File: src/rtl/wireframe_scanfill_pkg.sv
// Shared definitions for the wireframe scan-fill block.
//
// Contents:
//   WF_WIDTH / WF_HEIGHT      wireframe bitmap geometry (columns / rows)
//   WIREFRAME_ADDR_SIZE       SRAM address width, holds WF_WIDTH*WF_HEIGHT-1
//   XW / YW                   pixel column / row widths
//   Color                     RGB565 fill colour
//   PixelOut                  one pixel on the stream: {x, y, colour}
//   fill_state_t              scan-fill FSM states
//   row_base()                address of column 0 of a given row
package defines_package;

    localparam int WF_WIDTH            = 320;
    localparam int WF_HEIGHT           = 240;
    localparam int WIREFRAME_ADDR_SIZE = 17;
    localparam int XW                  = $clog2(WF_WIDTH);
    localparam int YW                  = $clog2(WF_HEIGHT);

    typedef struct packed {
        logic [4:0] r;
        logic [5:0] g;
        logic [4:0] b;
    } Color;

    typedef struct packed {
        logic [XW-1:0] x;
        logic [YW-1:0] y;
        Color          color;
    } PixelOut;

    typedef enum logic [2:0] {
        IDLE,
        SCAN,
        DRAIN,
        FILL,
        NEXT,
        FIN
    } fill_state_t;

    // Only used once per triangle to seed the row base; later rows step
    // the base by WF_WIDTH instead of multiplying.
    function automatic logic [WIREFRAME_ADDR_SIZE-1:0] row_base(input logic [YW-1:0] y);
        return WIREFRAME_ADDR_SIZE'(y) * WIREFRAME_ADDR_SIZE'(WF_WIDTH);
    endfunction

endpackage

File: src/rtl/wireframe_scanfill_if.sv
// Bus bundle between the scan-fill block and its surroundings.
//
// Groups:
//   control  : start, i_color, i_ymin, i_ymax in; busy, done out
//   sram     : rd_en, rd_addr out, rd_data in (1-cycle read latency);
//              clr_en, clr_addr out (write of a 0)
//   pixels   : px_valid, px_x, px_y, px_color out; px_ready in
//
// Modports:
//   master   : the scan-fill block
//   slave    : the environment (SRAM, rasterizer control, framebuffer writer)
interface wireframe_scanfill_if;
    import defines_package::*;

    logic                           start;
    Color                           i_color;
    logic [YW-1:0]                  i_ymin;
    logic [YW-1:0]                  i_ymax;

    logic                           rd_en;
    logic [WIREFRAME_ADDR_SIZE-1:0] rd_addr;
    logic                           rd_data;
    logic                           clr_en;
    logic [WIREFRAME_ADDR_SIZE-1:0] clr_addr;

    logic                           px_valid;
    logic                           px_ready;
    logic [XW-1:0]                  px_x;
    logic [YW-1:0]                  px_y;
    Color                           px_color;

    logic                           busy;
    logic                           done;

    modport master (
        input  start, i_color, i_ymin, i_ymax, rd_data, px_ready,
        output rd_en, rd_addr, clr_en, clr_addr,
               px_valid, px_x, px_y, px_color, busy, done
    );

    modport slave (
        output start, i_color, i_ymin, i_ymax, rd_data, px_ready,
        input  rd_en, rd_addr, clr_en, clr_addr,
               px_valid, px_x, px_y, px_color, busy, done
    );

endinterface

File: src/rtl/wireframe_scanfill.sv
// Wireframe scan-fill: reads the rasterizer's wireframe bitmap row by row
// over [ymin, ymax], finds the leftmost/rightmost set bit of each row,
// emits every pixel of that span on a ready/valid stream, and clears each
// set bit as it is read so the bitmap is empty for the next triangle.
//
// Ports:
//   clk  - rising-edge clock
//   rst  - asynchronous active-high reset
//   bus  - wireframe_scanfill_if.master (control, SRAM read/clear, pixels)
module wireframe_scanfill
    import defines_package::*;
(
    input  logic                 clk,
    input  logic                 rst,
    wireframe_scanfill_if.master bus
);

    localparam int AW = WIREFRAME_ADDR_SIZE;

    fill_state_t   state;
    Color          color;
    logic [YW-1:0] y;
    logic [YW-1:0] ymax;
    logic [XW-1:0] x;
    logic [AW-1:0] base;

    logic          found;
    logic [XW-1:0] xmin;
    logic [XW-1:0] xmax;

    logic          rd_en;
    logic [AW-1:0] rd_addr;

    // Column/address of the read whose data arrives this cycle.
    logic          pend_valid;
    logic [XW-1:0] pend_x;
    logic [AW-1:0] pend_addr;

    PixelOut       px;
    logic          px_valid;
    logic          busy;
    logic          done;

    logic [YW-1:0] ymax_clamped;
    logic          hit;
    logic          found_now;
    logic [XW-1:0] xmin_now;
    logic          handshake;
    logic [AW-1:0] start_base;
    logic [AW-1:0] next_base;

    // found_now/xmin_now fold in the response arriving this cycle, so the
    // DRAIN decision already sees the bit read at the last column.
    always_comb begin
        ymax_clamped = (bus.i_ymax > YW'(WF_HEIGHT - 1)) ? YW'(WF_HEIGHT - 1) : bus.i_ymax;
        hit          = pend_valid & bus.rd_data;
        found_now    = found | hit;
        xmin_now     = found ? xmin : pend_x;
        handshake    = px_valid & bus.px_ready;
        start_base   = row_base(bus.i_ymin);
        next_base    = base + AW'(WF_WIDTH);
    end

    // The clear has to land in the same cycle as the data it answers, so
    // it is decoded straight from the pipeline stage rather than registered.
    assign bus.clr_en   = hit;
    assign bus.clr_addr = hit ? pend_addr : '0;

    assign bus.rd_en    = rd_en;
    assign bus.rd_addr  = rd_addr;
    assign bus.px_valid = px_valid;
    assign bus.px_x     = px.x;
    assign bus.px_y     = px.y;
    assign bus.px_color = px.color;
    assign bus.busy     = busy;
    assign bus.done     = done;

    always_ff @(posedge clk or posedge rst) begin
        if (rst) begin
            state      <= IDLE;
            color      <= '0;
            y          <= '0;
            ymax       <= '0;
            x          <= '0;
            base       <= '0;
            found      <= 1'b0;
            xmin       <= '0;
            xmax       <= '0;
            rd_en      <= 1'b0;
            rd_addr    <= '0;
            pend_valid <= 1'b0;
            pend_x     <= '0;
            pend_addr  <= '0;
            px         <= '0;
            px_valid   <= 1'b0;
            busy       <= 1'b0;
            done       <= 1'b0;
        end else begin
            pend_valid <= rd_en;
            pend_x     <= x;
            pend_addr  <= rd_addr;

            if (hit) begin
                if (!found) begin
                    xmin <= pend_x;
                end
                found <= 1'b1;
                xmax  <= pend_x;
            end

            case (state)
                IDLE: begin
                    if (bus.start) begin
                        color <= bus.i_color;
                        ymax  <= ymax_clamped;
                        busy  <= 1'b1;
                        if (bus.i_ymin > ymax_clamped) begin
                            done  <= 1'b1;
                            state <= FIN;
                        end else begin
                            y       <= bus.i_ymin;
                            x       <= '0;
                            found   <= 1'b0;
                            base    <= start_base;
                            rd_en   <= 1'b1;
                            rd_addr <= start_base;
                            state   <= SCAN;
                        end
                    end
                end

                // x is the column currently on rd_addr.
                SCAN: begin
                    if (x == XW'(WF_WIDTH - 1)) begin
                        rd_en <= 1'b0;
                        state <= DRAIN;
                    end else begin
                        x       <= x + 1'b1;
                        rd_addr <= rd_addr + 1'b1;
                    end
                end

                DRAIN: begin
                    if (found_now) begin
                        px.x     <= xmin_now;
                        px.y     <= y;
                        px.color <= color;
                        px_valid <= 1'b1;
                        state    <= FILL;
                    end else begin
                        state <= NEXT;
                    end
                end

                FILL: begin
                    if (handshake) begin
                        if (px.x == xmax) begin
                            px_valid <= 1'b0;
                            state    <= NEXT;
                        end else begin
                            px.x <= px.x + 1'b1;
                        end
                    end
                end

                NEXT: begin
                    if (y == ymax) begin
                        done  <= 1'b1;
                        state <= FIN;
                    end else begin
                        y       <= y + 1'b1;
                        x       <= '0;
                        found   <= 1'b0;
                        base    <= next_base;
                        rd_en   <= 1'b1;
                        rd_addr <= next_base;
                        state   <= SCAN;
                    end
                end

                FIN: begin
                    done  <= 1'b0;
                    busy  <= 1'b0;
                    state <= IDLE;
                end

                default: state <= IDLE;
            endcase
        end
    end

endmodule

File: src/flat_wrapper.sv
// flat-port wrapper written by rule: the top's interface ports become plain ports
module wireframe_scanfill_flat import defines_package::*;
  (clk, rst, bus_start, bus_i_color, bus_i_ymin, bus_i_ymax, bus_rd_data, bus_px_ready, bus_rd_en, bus_rd_addr, bus_clr_en, bus_clr_addr, bus_px_valid, bus_px_x, bus_px_y, bus_px_color, bus_busy, bus_done);
  wireframe_scanfill_if bus_i ();
  input  logic clk;
  input  logic rst;
  input wire logic [$bits(bus_i.start)-1:0] bus_start;
  input wire logic [$bits(bus_i.i_color)-1:0] bus_i_color;
  input wire logic [$bits(bus_i.i_ymin)-1:0] bus_i_ymin;
  input wire logic [$bits(bus_i.i_ymax)-1:0] bus_i_ymax;
  input wire logic [$bits(bus_i.rd_data)-1:0] bus_rd_data;
  input wire logic [$bits(bus_i.px_ready)-1:0] bus_px_ready;
  output wire logic [$bits(bus_i.rd_en)-1:0] bus_rd_en;
  output wire logic [$bits(bus_i.rd_addr)-1:0] bus_rd_addr;
  output wire logic [$bits(bus_i.clr_en)-1:0] bus_clr_en;
  output wire logic [$bits(bus_i.clr_addr)-1:0] bus_clr_addr;
  output wire logic [$bits(bus_i.px_valid)-1:0] bus_px_valid;
  output wire logic [$bits(bus_i.px_x)-1:0] bus_px_x;
  output wire logic [$bits(bus_i.px_y)-1:0] bus_px_y;
  output wire logic [$bits(bus_i.px_color)-1:0] bus_px_color;
  output wire logic [$bits(bus_i.busy)-1:0] bus_busy;
  output wire logic [$bits(bus_i.done)-1:0] bus_done;
  assign bus_i.start = bus_start;
  assign bus_i.i_color = bus_i_color;
  assign bus_i.i_ymin = bus_i_ymin;
  assign bus_i.i_ymax = bus_i_ymax;
  assign bus_i.rd_data = bus_rd_data;
  assign bus_i.px_ready = bus_px_ready;
  assign bus_rd_en = bus_i.rd_en;
  assign bus_rd_addr = bus_i.rd_addr;
  assign bus_clr_en = bus_i.clr_en;
  assign bus_clr_addr = bus_i.clr_addr;
  assign bus_px_valid = bus_i.px_valid;
  assign bus_px_x = bus_i.px_x;
  assign bus_px_y = bus_i.px_y;
  assign bus_px_color = bus_i.px_color;
  assign bus_busy = bus_i.busy;
  assign bus_done = bus_i.done;
  wireframe_scanfill u_core (.clk(clk), .rst(rst), .bus(bus_i));
endmodule
File: config.mk
export PLATFORM = sky130hd
export DESIGN_NAME = wireframe_scanfill_flat
export DESIGN_NICKNAME = d
export VERILOG_FILES = /design/src/rtl/wireframe_scanfill_pkg.sv /design/src/rtl/wireframe_scanfill_if.sv /design/src/rtl/wireframe_scanfill.sv /design/src/flat_wrapper.sv
export SDC_FILE = /design/constraint.sdc
export NUM_CORES = 1
export LEC_CHECK = 0
export CORE_ASPECT_RATIO = 0.8
export CORE_MARGIN = 10
export CORE_UTILIZATION = 35
export CTS_BUF_LIST = sky130_fd_sc_hd__clkbuf_16
export CTS_CLUSTER_SIZE = 30
export DETAILED_ROUTE_END_ITERATION = 7
export DONT_BUFFER_PORTS = 1
export GPL_TIMING_DRIVEN = 1
export HOLD_SLACK_MARGIN = 0.1
export PLACE_DENSITY_LB_ADDON = 0.15
export RECOVER_POWER = 50
export REMOVE_ABC_BUFFERS = 1
export SLEW_MARGIN = 20
export SYNTH_ARGS = -nofsm -noshare
export SYNTH_HDL_FRONTEND = slang
export SYNTH_SLANG_ARGS = --single-unit
File: constraint.sdc
create_clock -name clk -period 5.5 [get_ports clk]
set_input_delay 1.375 -clock clk [delete_from_list [all_inputs] [get_ports clk]]
set_output_delay 1.375 -clock clk [all_outputs]
set_load 0.005 [all_outputs]
==> results.py, run 1 <==
metrics = {
    "status": {
        "status": "finished, violations left",
        "violations": "capacitance limit, slew limit",
    },
    "global_routing": {
        "grt_pass1_wl_mm": 35.3,
        "grt_max_degree": 68,
        "grt_overflow": 0,
        "grt_usage": 0.152,
        "grt_antenna_before_repair": 0,
        "grt_pass1_vias": 6054,
    },
    "final_layout": {
        "final_nets": 857,
        "layout-drive-gt1-share": 0.0818,
        "finish.utilization": 0.397,
        "final_cell_area_mm2": 0.00868,
        "fillers": 2168,
        "syn_to_final_growth_pct": 10.4,
        "n_antenna_cell": 0,
    },
    "floorplan": {
        "coreArea_mm2": 0.0219,
        "chipHeight_um": 154,
        "die_area_mm2": 0.0289,
        "floorplan.rows": 48,
        "io_pins": 109,
        "start_util": 0.360,
        "die_w_um": 188,
    },
    "pwr": {
        "power.total_mw": 4.94,
        "power.switching_mw": 2.00,
        "clkPwrFrac": 0.239,
        "ir_worst_vdd_mv": 0.299,
        "powerDensity_mw_per_mm2": 569,
        "p_comb_frac": 0.319,
        "p_int_mw": 2.94,
        "leakagePower_nw": 3.84,
        "power.share.sequential": 0.442,
        "swShare": 0.405,
    },
    "clock_network": {
        "h-tree-depth": 4,
        "clk_latency_ns": 0.43,
        "path_clk_slew_ns": 0.06,
        "post_cts_resized": 0,
        "postCtsHoldBufs": 0,
        "numCtsBuffers": 17,
        "clock_sinks": 155,
        "root_buffer": "clkbuf_16",
        "cts_tree": "built",
        "clk_path_buf_depth": 2,
        "cts_setup_buffers": 0,
    },
    "critical_path": {
        "r2r_start": "u_core.pend_valid$_DFF_PP0_",
        "worstSetupPathType": "in2reg",
        "cp_max_fo": 12,
        "crit_start": "bus_i_ymax[6]",
        "crit_arrival_ns": 4.25,
        "startpoint_type": "input pin",
        "r2r-end": "u_core.bus.px_x[0]$_DFFE_PP0P_",
        "worstPathRequired_ns": 5.80,
        "cp-end-kind": "flip-flop",
        "reg2reg_depth": 7,
        "cp-endpoint": "u_core.x[4]$_DFFE_PP0P_",
        "regToRegSetupSlack_ns": 2.16,
    },
    "place": {
        "dp_hpwl_mm": 15.6,
        "post_dp_cell_area_mm2": 0.00810,
        "port-buffer-count": 0,
        "post-place-ws_ns": 1.20,
        "gp_routability_congestion": 0.832,
    },
    "yosys": {
        "yosysUniqueCellTypes": 66,
        "synthesis.area_mm2": 0.00787,
        "synth_top_area_share": 0.493,
        "synth_cells": 813,
        "ys_warn_count": 0,
        "avgSynthCellArea_um2": 9.67,
        "ys.flop_type": "dfrtp_1",
        "synth_edf_count": 0,
        "synthTopCellsByArea": "dfrtp_1 49%, nand2_1 6.1%, o21ai_0 4.3%, ha_1 4.0%, a21oi_1 2.9%",
        "async_flop_share": 1.00,
        "yosys-top-cells-count": "155 x dfrtp_1, 128 x nand2_1, 67 x o21ai_0",
        "synth_most_common_cell": "dfrtp_1",
        "ys_ff_latch": 155,
        "ys_seq_area_frac": 0.493,
        "yosys.area.top_type": "dfrtp_1",
    },
    "sta": {
        "timing.fmax_mhz": 253,
        "finalHoldViolCount": 0,
        "period_share": 0.718,
        "rsz0062_at_grt": "no",
        "fin_ws_ns": 1.55,
        "period_needed_ns": 3.95,
        "clock_skew_ns": 0.0119,
        "tightest_slew_ns": 2.96,
        "finalSetupViolCount": 0,
        "slew_headroom": -0.982,
        "drv_slew": 68,
    },
    "drt": {
        "drt_wl_total_mm": 21.8,
        "drc": 0,
        "wire_per_inst_um": 19.7,
        "first_pass_iters": 5,
        "first_iter_violations": 433,
        "vias": 6208,
        "vias_per_cell": 5.61,
        "ant_nets": 0,
    },
    "min_path": {
        "min-delay-path-class": "reg2reg",
    },
    "flow_run": {
        "cap_violations": 1,
    },
}
cells in the final DEF, fill, tap and decap left out, drive strengths merged, types with 4 or more instances in the layout:
master,count
o22ai,4
and3,32
o31ai,10
o21ai,83
ha,25
nand2b,4
dfrtp,155
a31oi,16
a21o,5
clkbuf,19
nor3,25
nand2,129
nor4,8
xor2,18
xnor2,13
a211oi,9
mux2,27
a221oi,7
a22o,5
o21a,7
o22a,8
nand4,9
a21oi,45
or2,5
a22oi,4
inv,19
nand3,25
clkinvlp,5
nor2,39
a2bb2oi,5
cells by family after synthesis:
| family | Yosys count | share of synthesized area |
|---|---|---|
| buffers and inverters | 57 | 0.0307 |
| AOI/OAI and AO/OA | 228 | 0.184 |
| muxes | 27 | 0.0387 |
| xor gates and xnor gates | 31 | 0.0345 |
| and+or+nand+nor | 289 | 0.176 |
| DFF | 155 | 0.493 |
| adders and majority gates | 26 | 0.0423 |
how the worst min path moves through the flow:
| stage | start | endpoint | depth (start not counted) |
|---|---|---|---|
| 2_1_floorplan | u_core.x[1]$_DFFE_PP0P_ | u_core.pend_x[1]$_DFF_PP0_ | 0 |
| 3_3_place_gp | u_core.x[1]$_DFFE_PP0P_ | u_core.pend_x[1]$_DFF_PP0_ | 0 |
| 3_5_place_dp | u_core.x[1]$_DFFE_PP0P_ | u_core.pend_x[1]$_DFF_PP0_ | 0 |
| 4_1_cts | u_core.x[1]$_DFFE_PP0P_ | u_core.pend_x[1]$_DFF_PP0_ | 0 |
| 5_1_grt | u_core.x[1]$_DFFE_PP0P_ | u_core.pend_x[1]$_DFF_PP0_ | 0 |
| 6_report | u_core.x[1]$_DFFE_PP0P_ | u_core.pend_x[1]$_DFF_PP0_ | 0 |
critical path: stages:
cell and delay, ns:
inv_1 0.05, nor3_1 0.51, nor2_1 0.13, ha_1 0.36, nand4_1 0.14, or3_1 0.37
nand3_1 0.12, and3_1 0.51, nand2_1 0.34, a211o_1 0.36
flip-flops by register name, summed over array words and instances, names as in the netlist, 3 cells and up:
| signal | count |
|---|---|
| u_core.bus.rd_addr | 17 |
| u_core.pend_addr | 17 |
| u_core.bus.px_color | 16 |
| u_core.color | 16 |
| u_core.base | 11 |
| u_core.bus.px_x | 9 |
| u_core.pend_x | 9 |
| u_core.x | 9 |
| u_core.xmax | 9 |
| u_core.xmin | 9 |
| u_core.bus.px_y | 8 |
| u_core.y | 8 |
| u_core.ymax | 8 |
| u_core.state | 3 |
per-layer routing:
layer  track usage  vias to the layer above  share of wire
li1              -                     2908              -
met1         0.209                     3082           0.47
met2         0.217                      202           0.43
met3        0.0581                       16          0.091
met4        0.0414                        0          0.011
met5             0                        -              0
power groups by stage:
stage                     Clock (mW)  Combinational, mW  Sequential (mW)
after global routing            1.27               1.79             2.28
after detailed placement           0               1.58             2.22
after floorplan                    0               1.21             2.00
after CTS                       1.21               1.58             2.20
final                           1.18               1.58             2.19
after global placement             0               1.54             2.19
metrics by stage:
stage	hold WS, ns	TNS (ns)	std cells
4_1_cts	0.452	0	1107
6_report	0.456	0	1107
3_3_place_gp	0.427	0	1075
3_5_place_dp	0.432	0	1075
2_1_floorplan	0.384	-8.24	770
5_1_grt	0.478	0	1107
layout make-up:
cell class,instances,area (um2),area share
Tap cell,300,375,0.0432
Inverter,14,53.8,0.00620
Sequential cell,155,3880,0.447
Clock buffer,17,425,0.0490
Multi-Input combinational cell,601,3750,0.432
Clock inverter,15,163,0.0187
Timing Repair Buffer,5,32.5,0.00375
Note: power is estimated with default switching activity, not from simulation.
==> run 2, diff against run 1 <==
==> constraint.sdc (replaced) <==
create_clock -name clk -period 3.6 [get_ports clk]
set_input_delay 0.9 -clock clk [delete_from_list [all_inputs] [get_ports clk]]
set_output_delay 0.9 -clock clk [all_outputs]
set_load 0.005 [all_outputs]
==> results.py, run 2 (same netlist as run 1, synthesis figures left out) <==
metrics = {
    "critical_path": {
        "worstSetupPathType": "in2reg",
        "crit_arrival_ns": 3.29,
        "worstPathRequired_ns": 3.91,
        "cp-end-kind": "flip-flop",
        "startpoint_type": "input pin",
        "cp_max_fo": 12,
    },
    "place": {
        "gp_routability_congestion": 0.829,
        "port-buffer-count": 0,
        "dp_hpwl_mm": 16.0,
    },
    "clock_network": {
        "clock_sinks": 155,
        "cts_tree": "built",
        "cts_setup_buffers": 0,
        "postCtsHoldBufs": 0,
        "numCtsBuffers": 17,
        "path_clk_slew_ns": 0.06,
        "root_buffer": "clkbuf_16",
        "post_cts_resized": 0,
        "h-tree-depth": 4,
        "clk_path_buf_depth": 2,
        "clk_latency_ns": 0.42,
    },
    "final_layout": {
        "syn_to_final_growth_pct": 12.6,
        "layout_commonest_cell": "dfrtp_1",
        "layout_common_cells": "155 x dfrtp_1, 128 x nand2_1, 67 x o21ai_0, 45 x a21oi_1, 37 x nor2_1",
        "final_nets": 871,
        "fillers": 2187,
        "top_regs": "u_core.bus.rd_addr (17), u_core.pend_addr (17)",
        "regArea_mm2": 0.00388,
        "layout-drive-gt1-share": 0.0974,
        "multi_input_comb_area_mm2": 0.00375,
    },
    "sta": {
        "clock_skew_ns": 0.0103,
        "drv_slew": 46,
        "period_needed_ns": 2.98,
        "timing.fmax_mhz": 335,
        "setup_tns_ns": 0,
        "rsz0062_at_grt": "no",
        "finalSetupViolCount": 0,
        "slew_headroom": -0.446,
        "period_share": 0.828,
        "tightest_slew_ns": 2.16,
        "finalHoldViolCount": 0,
    },
    "drt": {
        "first_pass_iters": 5,
        "vias": 6247,
        "wire_per_inst_um": 19.8,
        "ant_nets": 0,
        "vias_per_cell": 5.57,
        "drt_wl_total_mm": 22.2,
        "first_iter_violations": 498,
        "drc": 0,
    },
    "pwr": {
        "swShare": 0.398,
        "ir_worst_vdd_mv": 0.309,
        "leakagePower_nw": 3.94,
        "power.switching_mw": 3.11,
        "power.share.sequential": 0.424,
        "power.total_mw": 7.82,
        "powerDensity_mw_per_mm2": 884,
        "clkPwrFrac": 0.251,
        "p_comb_frac": 0.325,
        "p_int_mw": 4.71,
    },
    "status": {
        "violations": "capacitance limit, slew limit",
        "status": "finished, violations left",
    },
    "global_routing": {
        "grt_max_degree": 50,
        "grt_pass1_vias": 6090,
        "grt_overflow": 0,
        "grt_antenna_before_repair": 1,
        "grt_usage": 0.153,
        "grt_pass1_wl_mm": 35.8,
    },
    "floorplan": {
        "start_util": 0.360,
        "coreArea_mm2": 0.0219,
        "floorplan.rows": 48,
        "die_area_mm2": 0.0289,
        "chipHeight_um": 154,
        "io_pins": 109,
        "die_w_um": 188,
    },
    "min_path": {
        "min-delay-path-class": "reg2reg",
    },
    "flow_run": {
        "cap_violations": 1,
    },
}
-- run 2: cell types whose count changed in the layout (fill, tap and decap cells not counted), sizes merged --
cell / previous run / this run
buf: 3 / 16
bufinv: 2 / 4
clkinvlp: 5 / 3
clkbuf: 19 / 20
diode: 0 / 1
-- run 2: power groups by stage --
stage | registers (mW) | logic (mW) | clock network (mW)
2_1_floorplan | 3.05 | 1.85 | 0
3_3_place_gp | 3.33 | 2.49 | 0
3_5_place_dp | 3.36 | 2.54 | 0
4_1_cts | 3.33 | 2.56 | 2.01
5_1_grt | 3.44 | 2.88 | 2.09
6_report | 3.32 | 2.54 | 1.96
-- run 2: layout make-up --
| class | count | area share |
|---|---|---|
| Multi-Input combinational cell | 601 | 0.424 |
| Timing Repair Buffer | 19 | 0.0179 |
| Tap cell | 300 | 0.0424 |
| Inverter | 14 | 0.00608 |
| Clock inverter | 15 | 0.0237 |
| Clock buffer | 17 | 0.0480 |
| Sequential cell | 155 | 0.438 |
| Antenna cell | 1 | 0.000283 |
-- run 2: metal layers --
metal,global-route usage,up-vias,wire length (um)
met1,0.213,3118,10500
met5,0,-,0
met3,0.0594,16,2040
li1,-,2937,-
met2,0.219,176,9540
met4,0.0293,0,171
-- run 2: critical path, stage by stage --
cell     delay, ns
inv_1         0.08
nor3_1        0.07
buf_4         0.15
or2_2         0.29
ha_1          0.28
nand4_1       0.13
or3_1         0.38
nand2_1       0.12
a31oi_4       0.19
or2_1         0.46
o22a_1        0.24
-- run 2: path summary, 6_finish.rpt --
path / start / to / slack [ns] / depth (start not counted)
max: bus_i_ymax[6] / u_core.y[0]$_DFFE_PP0P_ / 0.62 / 11
min: u_core.x[1]$_DFFE_PP0P_ / u_core.pend_x[1]$_DFF_PP0_ / 0.44 / 0
max reg2reg: u_core.pend_valid$_DFF_PP0_ / u_core.bus.px_x[0]$_DFFE_PP0P_ / 1.06 / 7
min reg2reg: u_core.x[1]$_DFFE_PP0P_ / u_core.pend_x[1]$_DFF_PP0_ / 0.44 / 0
max in group asynchronous: rst / u_core.xmin[3]$_DFFE_PP0P_ / 1.11 / 2
min in group asynchronous: rst / u_core.color[7]$_DFFE_PP0P_ / 0.92 / 1
-- run 2: metrics by stage --
stage / instance area, um2 / worst slack, ns / hold WS (ns) / utilization / std cells
floorplan: 7680 / -1.48 / 0.384 / - / 770
finish: 8860 / 0.619 / 0.442 / 0.405 / 1122
global placement: 8230 / 0.292 / 0.432 / 0.376 / 1089
detailed placement: 8230 / 0.221 / 0.424 / 0.376 / 1089
global route: 8850 / 0.375 / 0.455 / 0.405 / 1121
CTS: 8870 / 0.662 / 0.363 / 0.406 / 1121
==> run 3, diff against run 2 <==
==> constraint.sdc (replaced) <==
create_clock -name clk -period 2.4 [get_ports clk]
set_input_delay 0.6 -clock clk [delete_from_list [all_inputs] [get_ports clk]]
set_output_delay 0.6 -clock clk [all_outputs]
set_load 0.005 [all_outputs]
==> results.py, run 3 (same netlist as run 1, synthesis figures left out) <==
metrics = {
    "drt": {
        "wire_per_inst_um": 19.3,
        "first_iter_violations": 463,
        "vias": 6423,
        "drc": 0,
        "first_pass_iters": 5,
        "drt_wl_total_mm": 22.6,
        "ant_nets": 0,
        "vias_per_cell": 5.49,
    },
    "sta": {
        "timing.fmax_mhz": 422,
        "hold_slack_ns": 0.280,
        "period_share": 0.988,
        "tightest_slew_ns": 1.16,
        "finalHoldViolCount": 0,
        "finalSetupViolCount": 0,
        "period_needed_ns": 2.37,
        "clock_skew_ns": 0.0185,
        "rsz0062_at_grt": "yes",
        "slew_headroom": 0.226,
        "drv_slew": 0,
    },
    "final_layout": {
        "top_regs": "u_core.bus.rd_addr (17), u_core.pend_addr (17)",
        "layout_commonest_cell": "dfrtp_1",
        "layout_common_cells": "155 x dfrtp_1, 127 x nand2_1, 65 x o21ai_0, 55 x buf_4, 45 x a21oi_1",
        "finish.utilization": 0.424,
        "final_nets": 921,
        "n_antenna_cell": 0,
        "layout-drive-gt1-share": 0.170,
        "syn_to_final_growth_pct": 18.0,
    },
    "place": {
        "port-buffer-count": 0,
        "dp_hpwl_mm": 16.5,
        "gp_routability_congestion": 0.835,
    },
    "critical_path": {
        "slowest_stage": "or3_4",
        "worstPathBufferInverterCount": 3,
        "worstSetupPathType": "in2reg",
        "startpoint_type": "input pin",
        "cp_top_family": "simple AND/OR/NAND/NOR gates",
        "cp-end-kind": "flip-flop",
        "crit_arrival_ns": 2.71,
        "critPathMaxStageDelay_ns": 0.42,
        "r2r_start": "u_core.bus.rd_addr[0]$_DFFE_PP0P_",
        "cp_cell_sequence": "inv_1, nor3_2, buf_4, or2_4, ha_1, nand4_1, or3_4, nand2_4, a31oi_4, or2_4, buf_4, o21ai_1",
        "cp_max_fo": 5,
        "worstPathRequired_ns": 2.74,
        "crit_start": "bus_i_ymax[5]",
    },
    "clock_network": {
        "postCtsHoldBufs": 0,
        "root_buffer": "clkbuf_16",
        "clock_sinks": 155,
        "h-tree-depth": 4,
        "cts_tree": "built",
        "clk_path_buf_depth": 2,
        "clk_latency_ns": 0.43,
        "path_clk_slew_ns": 0.07,
        "numCtsBuffers": 17,
    },
    "floorplan": {
        "chipHeight_um": 154,
        "start_util": 0.360,
        "floorplan.rows": 48,
        "coreArea_mm2": 0.0219,
        "die_area_mm2": 0.0289,
        "die_w_um": 188,
        "io_pins": 109,
    },
    "global_routing": {
        "grt_pass1_vias": 6303,
        "grt_overflow": 0,
        "grt_usage": 0.153,
        "grt_pass1_wl_mm": 35.7,
        "grt_antenna_before_repair": 0,
        "grt_max_degree": 54,
    },
    "pwr": {
        "leakagePower_nw": 4.16,
        "ir_worst_vdd_mv": 0.538,
        "powerDensity_mw_per_mm2": 1270,
    },
    "flow_run": {
        "cap_violations": 0,
    },
    "status": {
        "status": "finished clean",
    },
    "min_path": {
        "min-delay-path-class": "in2reg",
        "hp-start": "bus_i_color[8]",
    },
}
==> run 3: changes by cell type in the layout (fill, tap and decap cells not counted), moves of 4 or more <==
cell / change
o21ai_2: +4
a211oi_1: -6
buf_4: +41
a211oi_2: +6
clkbuf_1: +6
o31ai_2: +4
o31ai_1: -4
==> run 3: worst paths after layout <==
path                       slack [ns]                            endpoint  depth (start not counted)
max in group asynchronous        0.55             u_core.y[4]$_DFFE_PP0P_                          2
min in group asynchronous        0.32      u_core.bus.px_x[5]$_DFFE_PP0P_                          1
setup reg to reg                 0.19  u_core.bus.rd_addr[15]$_DFFE_PP0P_                          7
hold / removal                   0.28         u_core.color[8]$_DFFE_PP0P_                          2
setup / recovery                 0.03             u_core.y[7]$_DFFE_PP0P_                         12
hold reg to reg                  0.46          u_core.pend_x[8]$_DFF_PP0_                          0
==> run 3: through the flow <==
stage / worst slack [ns] / total power [mW] / instances / cell area, um2 / TNS, ns
floorplan: -2.38 / 7.35 / 770 / 7680 / -392.16
global placement: -0.472 / 9.08 / 1138 / 8620 / -16.77
detailed placement: -0.523 / 9.22 / 1138 / 8620 / -19.76
CTS: -0.0223 / 11.8 / 1170 / 9190 / -0.0223
global route: -0.0218 / 12.7 / 1171 / 9280 / -0.0809
finish: 0.0293 / 11.8 / 1171 / 9280 / 0
==> run 3: final cells by class <==
type	instances	area, um2
Clock buffer	17	425
Clock inverter	15	125
Fill cell	2172	12600
Inverter	14	56.3
Multi-Input combinational cell	601	3890
Sequential cell	155	3880
Tap cell	300	375
Timing Repair Buffer	69	523
==> run 3: report_power, final <==
part | total (mW) | internal, mW | switching (mW)
Combinational | 4.45 | 1.93 | 2.52
Clock | 2.57 | 1.43 | 1.14
Sequential | 4.79 | 3.70 | 1.09
==> run 3: routing by layer <==
| metal | vias to the layer above | GRT usage | wire, um |
|---|---|---|---|
| met5 | - | 0 | 0 |
| met4 | 0 | 0.0437 | 256 |
| met3 | 24 | 0.0624 | 2180 |
| met2 | 236 | 0.223 | 9810 |
| met1 | 3131 | 0.203 | 10300 |
| li1 | 3032 | - | - |
==> run 3: timing repair <==
item | CTS | global route
resized for setup | 4 | 32
pin swaps | 0 | 9
setup buffers | 0 | 1
setup endpoints to repair | 12 | 42
